===== src/rtl/reg_dump_pkg.sv =====
// reg_dump_pkg: shared types and default sizes for the register dump unit.
//   state_t        - dump FSM states (IDLE/READ/SEND/DONE)
//   DEF_DATA_W     - default register width
//   DEF_ADDR_W     - default register-file address width
//   DEF_DUMP_COUNT - default number of registers dumped (r0 upward)
//   DEF_TRIG_CYCLE - default auto-trigger cycle (REG_DUMP_AUTO_TRIG_EN builds)
package reg_dump_pkg;

  typedef enum logic [1:0] {
    IDLE,
    READ,
    SEND,
    DONE
  } state_t;

  localparam int unsigned DEF_DATA_W     = 32;
  localparam int unsigned DEF_ADDR_W     = 5;
  localparam int unsigned DEF_DUMP_COUNT = 13;
  localparam int unsigned DEF_TRIG_CYCLE = 25;

endpackage


===== src/rtl/reg_dump_if.sv =====
// reg_dump_if: register-file read port, dump stream and status of the
// register dump unit.
//   start_i      - dump request
//   rf_addr_o    - register-file read address
//   rf_data_i    - combinational read data for rf_addr_o
//   dump_valid_o - output word valid
//   dump_ready_i - consumer accepts
//   dump_idx_o   - register index of the current word
//   dump_data_o  - register value
//   busy_o       - dump in progress
//   done_o       - one-cycle pulse after the last word is accepted
// master: the dump unit; slave: CPU register file plus consumer.
interface reg_dump_if
  import reg_dump_pkg::*;
#(
  parameter int unsigned DATA_W = DEF_DATA_W,
  parameter int unsigned ADDR_W = DEF_ADDR_W
);

  logic              start_i;
  logic [ADDR_W-1:0] rf_addr_o;
  logic [DATA_W-1:0] rf_data_i;
  logic              dump_valid_o;
  logic              dump_ready_i;
  logic [ADDR_W-1:0] dump_idx_o;
  logic [DATA_W-1:0] dump_data_o;
  logic              busy_o;
  logic              done_o;

  modport master (
    input  start_i, rf_data_i, dump_ready_i,
    output rf_addr_o, dump_valid_o, dump_idx_o, dump_data_o, busy_o, done_o
  );

  modport slave (
    output start_i, rf_data_i, dump_ready_i,
    input  rf_addr_o, dump_valid_o, dump_idx_o, dump_data_o, busy_o, done_o
  );

endinterface


===== src/rtl/reg_dump_trig.sv =====
// reg_dump_trig: saturating cycle counter with a one-shot trigger.
//   clk_i  - clock, rising edge
//   rst_i  - asynchronous active-low reset
//   trig_o - high during the single cycle the counter equals TRIG_CYCLE-1
// Used by reg_dump_unit only when REG_DUMP_AUTO_TRIG_EN is defined.
module reg_dump_trig
  import reg_dump_pkg::*;
#(
  parameter int unsigned TRIG_CYCLE = DEF_TRIG_CYCLE
) (
  input  logic clk_i,
  input  logic rst_i,
  output logic trig_o
);

  localparam int unsigned CW = $clog2(TRIG_CYCLE + 1);
  localparam logic [CW-1:0] SAT_VAL  = CW'(TRIG_CYCLE);
  localparam logic [CW-1:0] FIRE_VAL = CW'(TRIG_CYCLE - 1);

  logic [CW-1:0] cnt;

  // Counter parks one past the fire value, so the compare matches only once.
  always_ff @(posedge clk_i or negedge rst_i) begin
    if (!rst_i) begin
      cnt <= '0;
    end else if (cnt != SAT_VAL) begin
      cnt <= cnt + 1'b1;
    end
  end

  assign trig_o = (cnt == FIRE_VAL);

endmodule


===== src/rtl/reg_dump_unit.sv =====
// reg_dump_unit: walks the register file r0..r(DUMP_COUNT-1) through a read
// port and streams (index, value) pairs over a valid/ready handshake.
//   clk_i - clock, rising edge
//   rst_i - asynchronous active-low reset
//   bus   - reg_dump_if.master: start, register-file read port, dump stream,
//           busy/done status
// Build option: REG_DUMP_AUTO_TRIG_EN adds a one-shot trigger TRIG_CYCLE
// cycles after reset; without it only start_i launches a dump.
module reg_dump_unit
  import reg_dump_pkg::*;
#(
  parameter int unsigned DATA_W     = DEF_DATA_W,
  parameter int unsigned ADDR_W     = DEF_ADDR_W,
  parameter int unsigned DUMP_COUNT = DEF_DUMP_COUNT,
  parameter int unsigned TRIG_CYCLE = DEF_TRIG_CYCLE
) (
  input logic        clk_i,
  input logic        rst_i,
  reg_dump_if.master bus
);

  localparam logic [ADDR_W-1:0] LAST_IDX = ADDR_W'(DUMP_COUNT - 1);

  state_t            state;
  logic [ADDR_W-1:0] idx;
  logic [DATA_W-1:0] data_q;
  logic              valid_q;
  logic              busy_q;
  logic              done_q;
  logic              trig;

`ifdef REG_DUMP_AUTO_TRIG_EN
  logic auto_trig;

  reg_dump_trig #(
    .TRIG_CYCLE(TRIG_CYCLE)
  ) u_trig (
    .clk_i (clk_i),
    .rst_i (rst_i),
    .trig_o(auto_trig)
  );

  assign trig = bus.start_i | auto_trig;
`else
  logic unused_trig_cycle;
  assign unused_trig_cycle = ^TRIG_CYCLE;
  assign trig = bus.start_i;
`endif

  // Status outputs are registered alongside the state so they change on the
  // same edge as the state they describe.
  always_ff @(posedge clk_i or negedge rst_i) begin
    if (!rst_i) begin
      state   <= IDLE;
      idx     <= '0;
      data_q  <= '0;
      valid_q <= 1'b0;
      busy_q  <= 1'b0;
      done_q  <= 1'b0;
    end else begin
      case (state)
        IDLE: begin
          if (trig) begin
            state  <= READ;
            idx    <= '0;
            busy_q <= 1'b1;
          end
        end
        READ: begin
          data_q  <= bus.rf_data_i;
          valid_q <= 1'b1;
          state   <= SEND;
        end
        SEND: begin
          if (bus.dump_ready_i) begin
            valid_q <= 1'b0;
            if (idx == LAST_IDX) begin
              state  <= DONE;
              done_q <= 1'b1;
            end else begin
              idx   <= idx + 1'b1;
              state <= READ;
            end
          end
        end
        DONE: begin
          // Clearing idx here keeps rf_addr_o at 0 throughout IDLE.
          done_q <= 1'b0;
          busy_q <= 1'b0;
          idx    <= '0;
          state  <= IDLE;
        end
        default: state <= IDLE;
      endcase
    end
  end

  assign bus.rf_addr_o    = idx;
  assign bus.dump_idx_o   = idx;
  assign bus.dump_data_o  = data_q;
  assign bus.dump_valid_o = valid_q;
  assign bus.busy_o       = busy_q;
  assign bus.done_o       = done_q;

endmodule

===== src/flat_wrapper.sv =====
// flat-port wrapper written by rule: the top's interface ports become plain ports
module reg_dump_unit_flat import reg_dump_pkg::*;
#(
  parameter int unsigned DATA_W     = DEF_DATA_W,
  parameter int unsigned ADDR_W     = DEF_ADDR_W,
  parameter int unsigned DUMP_COUNT = DEF_DUMP_COUNT,
  parameter int unsigned TRIG_CYCLE = DEF_TRIG_CYCLE
)
  (clk_i, rst_i, bus_start_i, bus_rf_data_i, bus_dump_ready_i, bus_rf_addr_o, bus_dump_valid_o, bus_dump_idx_o, bus_dump_data_o, bus_busy_o, bus_done_o);
  reg_dump_if #(.DATA_W(DATA_W), .ADDR_W(ADDR_W)) bus_i ();
  input logic clk_i;
  input logic rst_i;
  input wire logic [$bits(bus_i.start_i)-1:0] bus_start_i;
  input wire logic [$bits(bus_i.rf_data_i)-1:0] bus_rf_data_i;
  input wire logic [$bits(bus_i.dump_ready_i)-1:0] bus_dump_ready_i;
  output wire logic [$bits(bus_i.rf_addr_o)-1:0] bus_rf_addr_o;
  output wire logic [$bits(bus_i.dump_valid_o)-1:0] bus_dump_valid_o;
  output wire logic [$bits(bus_i.dump_idx_o)-1:0] bus_dump_idx_o;
  output wire logic [$bits(bus_i.dump_data_o)-1:0] bus_dump_data_o;
  output wire logic [$bits(bus_i.busy_o)-1:0] bus_busy_o;
  output wire logic [$bits(bus_i.done_o)-1:0] bus_done_o;
  assign bus_i.start_i = bus_start_i;
  assign bus_i.rf_data_i = bus_rf_data_i;
  assign bus_i.dump_ready_i = bus_dump_ready_i;
  assign bus_rf_addr_o = bus_i.rf_addr_o;
  assign bus_dump_valid_o = bus_i.dump_valid_o;
  assign bus_dump_idx_o = bus_i.dump_idx_o;
  assign bus_dump_data_o = bus_i.dump_data_o;
  assign bus_busy_o = bus_i.busy_o;
  assign bus_done_o = bus_i.done_o;
  reg_dump_unit #(.DATA_W(DATA_W), .ADDR_W(ADDR_W), .DUMP_COUNT(DUMP_COUNT), .TRIG_CYCLE(TRIG_CYCLE)) u_core (.clk_i(clk_i), .rst_i(rst_i), .bus(bus_i));
endmodule

===== config.mk =====
export PLATFORM = sky130hd
export DESIGN_NAME = reg_dump_unit_flat
export DESIGN_NICKNAME = d
export VERILOG_FILES = /design/src/rtl/reg_dump_pkg.sv /design/src/rtl/reg_dump_if.sv /design/src/rtl/reg_dump_trig.sv /design/src/rtl/reg_dump_unit.sv /design/src/flat_wrapper.sv
export SDC_FILE = /design/constraint.sdc
export NUM_CORES = 1
export LEC_CHECK = 0
export BUFFER_PORTS_ARGS = -buffer_cell sky130_fd_sc_hd__clkbuf_2
export CORE_MARGIN = 1.5
export CORE_UTILIZATION = 41
export DETAILED_ROUTE_END_ITERATION = 10
export GPL_TIMING_DRIVEN = 0
export HOLD_SLACK_MARGIN = 0.15
export PLACE_DENSITY = 0.74
export SLEW_MARGIN = 20
export SYNTH_ARGS = -nofsm -noshare
export SYNTH_HDL_FRONTEND = slang
export SYNTH_SLANG_ARGS = --single-unit

===== constraint.sdc =====
create_clock -name clk_i -period 1.3 [get_ports clk_i]
set_input_delay 0.065 -clock clk_i [delete_from_list [all_inputs] [get_ports clk_i]]
set_output_delay 0.065 -clock clk_i [all_outputs]
set_load 0.005 [all_outputs]

==> results of run 1 <==
-- metrics by stage --
| stage | hold WS (ns) | area [um2] |
|---|---|---|
| 3_5_place_dp | 0.289 | 2240 |
| 6_report | 0.348 | 2940 |
| 2_1_floorplan | -0.231 | 1770 |
| 4_1_cts | 0.495 | 2890 |
| 3_3_place_gp | 0.282 | 2240 |
| 5_1_grt | 0.398 | 2940 |
-- final cells by class --
cell class / count / area [um2]
Buffer: 9 / 90.1
Timing Repair Buffer: 128 / 871
Inverter: 5 / 21.3
Clock buffer: 6 / 82.6
Clock inverter: 2 / 12.5
Sequential cell: 42 / 1060
Tap cell: 50 / 62.6
Multi-Input combinational cell: 70 / 742
Fill cell: 274 / 1150
-- what timing repair did --
action | 4_1_cts | 5_1_grt
pin swaps | 4 | 6
setup buffers | 9 | 1
cloned | 3 | 0
hold buffers | 35 | 0
gates resized for setup | 37 | 16
endpoints found under the hold margin | 80 | 0
setup endpoints to repair | 36 | 38
-- synthesized netlist by cell type, types with 2 or more instances --
library cell and instances:
a21oi_1 4, mux2_2 21, buf_4 6, dfrtp_1 42, o21ai_1 2, ha_1 2
a31oi_1 2, nor2_1 2, inv_1 4, o2111ai_1 2, o21ai_0 3, nand2_1 4
nand3_1 3, mux2_1 11, buf_6 4
-- worst min path at each step --
stage / startpoint / end / slack, ns / cells after the start
after floorplan: rst_i / u_core.bus.busy_o / -0.23 / 0
after global placement: bus_rf_data_i[31] / u_core.bus.dump_data_o[31] / 0.28 / 2
after detailed placement: bus_rf_data_i[3] / u_core.bus.dump_data_o[3] / 0.29 / 2
after CTS: u_core.bus.dump_data_o[3] / u_core.bus.dump_data_o[3] / 0.49 / 1
after global routing: rst_i / u_core.bus.dump_data_o[4] / 0.40 / 2
final: rst_i / u_core.bus.dump_data_o[4] / 0.35 / 2
-- metal layers --
metal	wire length [um]	part of all wire
met1	2020	0.42
met2	2360	0.49
met3	413	0.085
met4	45	0.0093
met5	0	0
-- where the power goes --
| part | leakage, uW | switching [uW] | internal [uW] |
|---|---|---|---|
| Clock | 0.0000472 | 449 | 427 |
| Sequential | 0.000499 | 361 | 1910 |
| Combinational | 0.000920 | 1140 | 1840 |
| Total | 0.00147 | 1950 | 4180 |
-- state kept, by name (all words and copies together), names as in the netlist --
register / flops
u_core.bus.dump_valid_o: 1
u_core.bus.dump_idx_o: 5
u_core.bus.busy_o: 1
u_core.state: 2
u_core.bus.done_o: 1
u_core.bus.dump_data_o: 32
-- critical path: cells and delay by family (launching register included) --
kind,cells,cell delay [ns]
buf+inv,2,0.30
flops,1,0.44
mux,1,0.30
simple gates,1,0.18
-- kinds of logic after synthesis --
logic type | count (synthesis) | synth area share
flip-flops | 42 | 0.594
multiplexers | 32 | 0.204
AO/OA/AOI/OAI | 18 | 0.0664
AND/OR/NAND/NOR | 18 | 0.0608
buffers and inverters | 15 | 0.0615
adder cells (fa/ha/maj) | 2 | 0.0141
==> qor.csv, run 1 <==
metric,value,unit
cpMostUsedCell,buf_6,
use_met1,0.233,
period_minus_slack,1.32,ns
setup_violations,17,
vias_per_cell,4.81,
layout-drive-gt1-share,0.592,
synth_top_cell_area_share,0.594,
power,6130,uW
final_nets,299,
critPathArrivalTime,1.50,ns
power.leakage,0.00147,uW
power_density,2090,mW/mm2
rows,23,
syn-cell-area,0.00177,mm2
max_freq,756,MHz
worst_setup_path_end_kind,register,
finClkSkew,0.00439,ns
core,0.00409,mm2
worstSkewPairLatency,0.29,ns
max-slew-margin-rel,0.610,
wl_per_cell,15.5,um
met2_usage,0.338,
max_stage_delay,0.44,ns
antenna_found_initial,0,
use_met3,0.0731,
yosysTopAreaCell,dfrtp_1,
fin_setup_tns,-0.260,ns
io-pin-count,81,
grt_first_pass_wirelength,6810,um
slew_viol_final,0,
synthArstFlopShare,1.00,
synth_edf_count,0,
die_area,0.00472,mm2
totalWireLength,4840,um
cp-start-kind,register,
cts_tree,done,
drtPass1Iterations,4,
cts_inserted_buffers,5,
synth.distinct_cells,30,
hold_violations,0,
grt_start_max_net_pins,43,
die_x,68.7,um
fp.dieH,68.7,um
io_buffers,80,
crit_fanout,5,
overflow,0,
cp_cell_sequence,"nor2_4, buf_6, buf_6, mux2_4",
layout_commonest_cell,clkbuf_2,
layout_common_cells,"clkbuf_2, dfrtp_1, dlygate4sd3_1",
rsz0062_at_grt,true,
r2r_slack,-0.02,ns
grt_usage,0.198,
vias,1502,
drt_iter0_markers,68,
initial_core_util,0.433,
crit_start,u_core.state[1],
synth-main-ff-cell,dfrtp_1,
diodes,0,
timing.rr.end,u_core.bus.dump_data_o[22],
worstMarginPinSlew,0.586,ns
routabilityCongestion,0.772,
worstReg2RegStart,u_core.state[1],
cts_sinks,42,
fin_crit_sh,1.02,
required,1.48,ns
status,"complete, but fails checks",
yosysWarnings,0,
yosysSeqAreaShare,0.594,
grt_pass1_vias,1486,
fin_cells,312,
place_inst,257,
clk_pin_slew,0.08,ns
root_buffer,clkbuf_8,
irDropWorstVdd,1140,uV
postSynthCellCount,127,
clk_path_buf_depth,2,
path_class,register to register,
final_antenna_net_count,0,
route.detailed.drc,0,
hold_class,primary input to async pin,
ff2ff_path_depth,4,
htreeDepth,2,
violations,negative setup slack,
area_delta_synth_final,65.9,%
place_hpwl,2510,um
utilization,0.719,
cp-endpoint,u_core.bus.dump_data_o[22],
maxCapViolCount,0,
ys_ff_latch,42,
synth_area_leaders,"dfrtp_1, mux2_2, mux2_1",
synth.avg_cell_area,13.9,um2
cpMaxStageDelayCell,dfrtp_1,
syn_nets,165,
dp_slack,-0.0847,ns
setup_slack,-0.0226,ns
busiest_layer,met2,
Power figures use the tool's default switching activity.
==> run 2, diff against run 1 <==
PLACE_DENSITY = 0.85   (was 0.74)
==> qor.csv, run 2 (synthesized netlist as in run 1, its figures left out) <==
metric,value,unit
wl_per_cell,16.8,um
grt_first_pass_wirelength,7360,um
worstMarginPinSlew,0.919,ns
fp.dieH,68.7,um
ff2ff_path_depth,6,
p_int,4390,uW
status,"complete, no violations",
max-slew-margin-rel,0.387,
worstSkewPairLatency,0.29,ns
layout_common_cells,"clkbuf_2, dfrtp_1, dlygate4sd3_1",
power_density,2160,mW/mm2
final_antenna_net_count,0,
drtPass1Iterations,4,
vias_per_cell,4.92,
htreeDepth,2,
cts_tree,done,
cts_sinks,42,
rows,23,
largest_register_ff_count,32,
clk_path_buf_depth,2,
diodes,0,
layout_commonest_cell,clkbuf_2,
path_class,register to register,
grt_pass1_vias,1434,
setup_violations,0,
pwr-share-comb,0.480,
worstReg2RegStart,u_core.state[0],
swShare,0.320,
seq_power_share,0.360,
route.detailed.drc,0,
clk_pin_slew,0.09,ns
critPathArrivalTime,1.46,ns
maxCapViolCount,0,
finClkSkew,0.00528,ns
core,0.00409,mm2
antenna_found_initial,0,
io-pin-count,81,
initial_core_util,0.433,
fill_cells,262,
fin_crit_sh,0.992,
root_buffer,clkbuf_8,
totalWireLength,5280,um
routabilityCongestion,0.784,
required,1.47,ns
die_x,68.7,um
utilization,0.731,
cp-start-kind,register,
cpMostUsedCell,buf_6,
p_sw,2070,uW
crit_fanout,5,
io_buffers,80,
overflow,0,
place_inst,257,
cp_top_family,buffers and inverters,
fin_hold_ws,0.450,ns
grt_usage,0.224,
max_stage_delay,0.34,ns
cp_cell_sequence,"buf_6, inv_4, nor2_4, buf_6, buf_6, mux2_4",
max_freq,776,MHz
rsz0062_at_grt,true,
p_clk_frac,0.160,
layout-drive-gt1-share,0.608,
die_area,0.00472,mm2
cpMaxStageDelayCell,dfrtp_1,
place_hpwl,2570,um
fin_setup_tns,0,ns
cp_num_buf_inv,4,
slew_viol_final,0,
power,6450,uW
drt_iter0_markers,105,
r2r_slack,0.01,ns
grt_start_max_net_pins,43,
worst_setup_path_end_kind,register,
irDropWorstVdd,860,uV
final_nets,302,
period_minus_slack,1.29,ns
cts_inserted_buffers,5,
vias,1551,
timing.rr.end,u_core.bus.dump_data_o[3],
fin_cells,315,
area_delta_synth_final,68.8,%
hold_violations,0,
hold_class,primary input to async pin,
power.leakage,0.00149,uW
==> run 2: repair_timing <==
action                                 in CTS  in global routing
cloned                                      3                  0
setup buffers                              10                  2
gates resized for setup                    36                 18
pin swaps                                   5                  5
hold buffers                               35                  0
setup endpoints to repair                  36                 38
endpoints found under the hold margin      80                  0
==> run 2: how the worst max path moves through the flow <==
stage | from | endpoint | slack, ns | depth (start not counted)
after floorplan | u_core.bus.dump_idx_o[0] | u_core.bus.dump_idx_o[3] | 0.03 | 5
after global placement | u_core.bus.dump_idx_o[0] | u_core.bus.dump_idx_o[3] | -0.07 | 5
after detailed placement | u_core.bus.dump_idx_o[0] | u_core.bus.dump_idx_o[3] | -0.11 | 5
after CTS | u_core.bus.dump_idx_o[0] | u_core.bus.dump_idx_o[1] | -0.002 | 5
after global routing | u_core.bus.dump_idx_o[1] | u_core.bus.dump_idx_o[1] | -0.05 | 5
final | u_core.state[0] | u_core.bus.dump_data_o[3] | 0.01 | 6
==> run 2: worst register-to-register path: stages (launching register included) <==
cell and delay [ns]:
dfrtp_1 0.34, buf_6 0.12, inv_4 0.04, nor2_4 0.08, buf_6 0.15, buf_6 0.14
mux2_4 0.31
==> run 2: cell type report <==
class | instances | area [um2] | area share
Sequential cell | 42 | 1050 | 0.353
Timing Repair Buffer | 130 | 893 | 0.299
Multi-Input combinational cell | 70 | 746 | 0.250
Buffer | 10 | 97.6 | 0.0327
Clock buffer | 5 | 68.8 | 0.0230
Tap cell | 50 | 62.6 | 0.0209
Clock inverter | 3 | 43.8 | 0.0147
Inverter | 5 | 21.3 | 0.00712
==> run 2: metal layers <==
| layer | track usage | vias up | wire (um) |
|---|---|---|---|
| li1 | - | 721 | - |
| met1 | 0.278 | 762 | 2240 |
| met2 | 0.389 | 66 | 2680 |
| met3 | 0.0552 | 2 | 333 |
| met4 | 0.0588 | 0 | 33 |
| met5 | 0 | - | 0 |
==> run 2: metrics by stage <==
stage	setup slack [ns]	cell area, um2
floorplan	0.0316	1770
global placement	-0.0748	2240
detailed placement	-0.114	2240
CTS	-0.00176	2910
global route	-0.0519	2990
finish	0.0109	2990
==> run 2: power by group through the flow <==
stage | sequential, uW | clock [uW] | combinational, uW
2_1_floorplan | 2280 | 0 | 1160
3_3_place_gp | 2210 | 0 | 2030
3_5_place_dp | 2260 | 0 | 2080
4_1_cts | 2240 | 1050 | 2870
5_1_grt | 2370 | 1130 | 3350
6_report | 2320 | 1030 | 3100
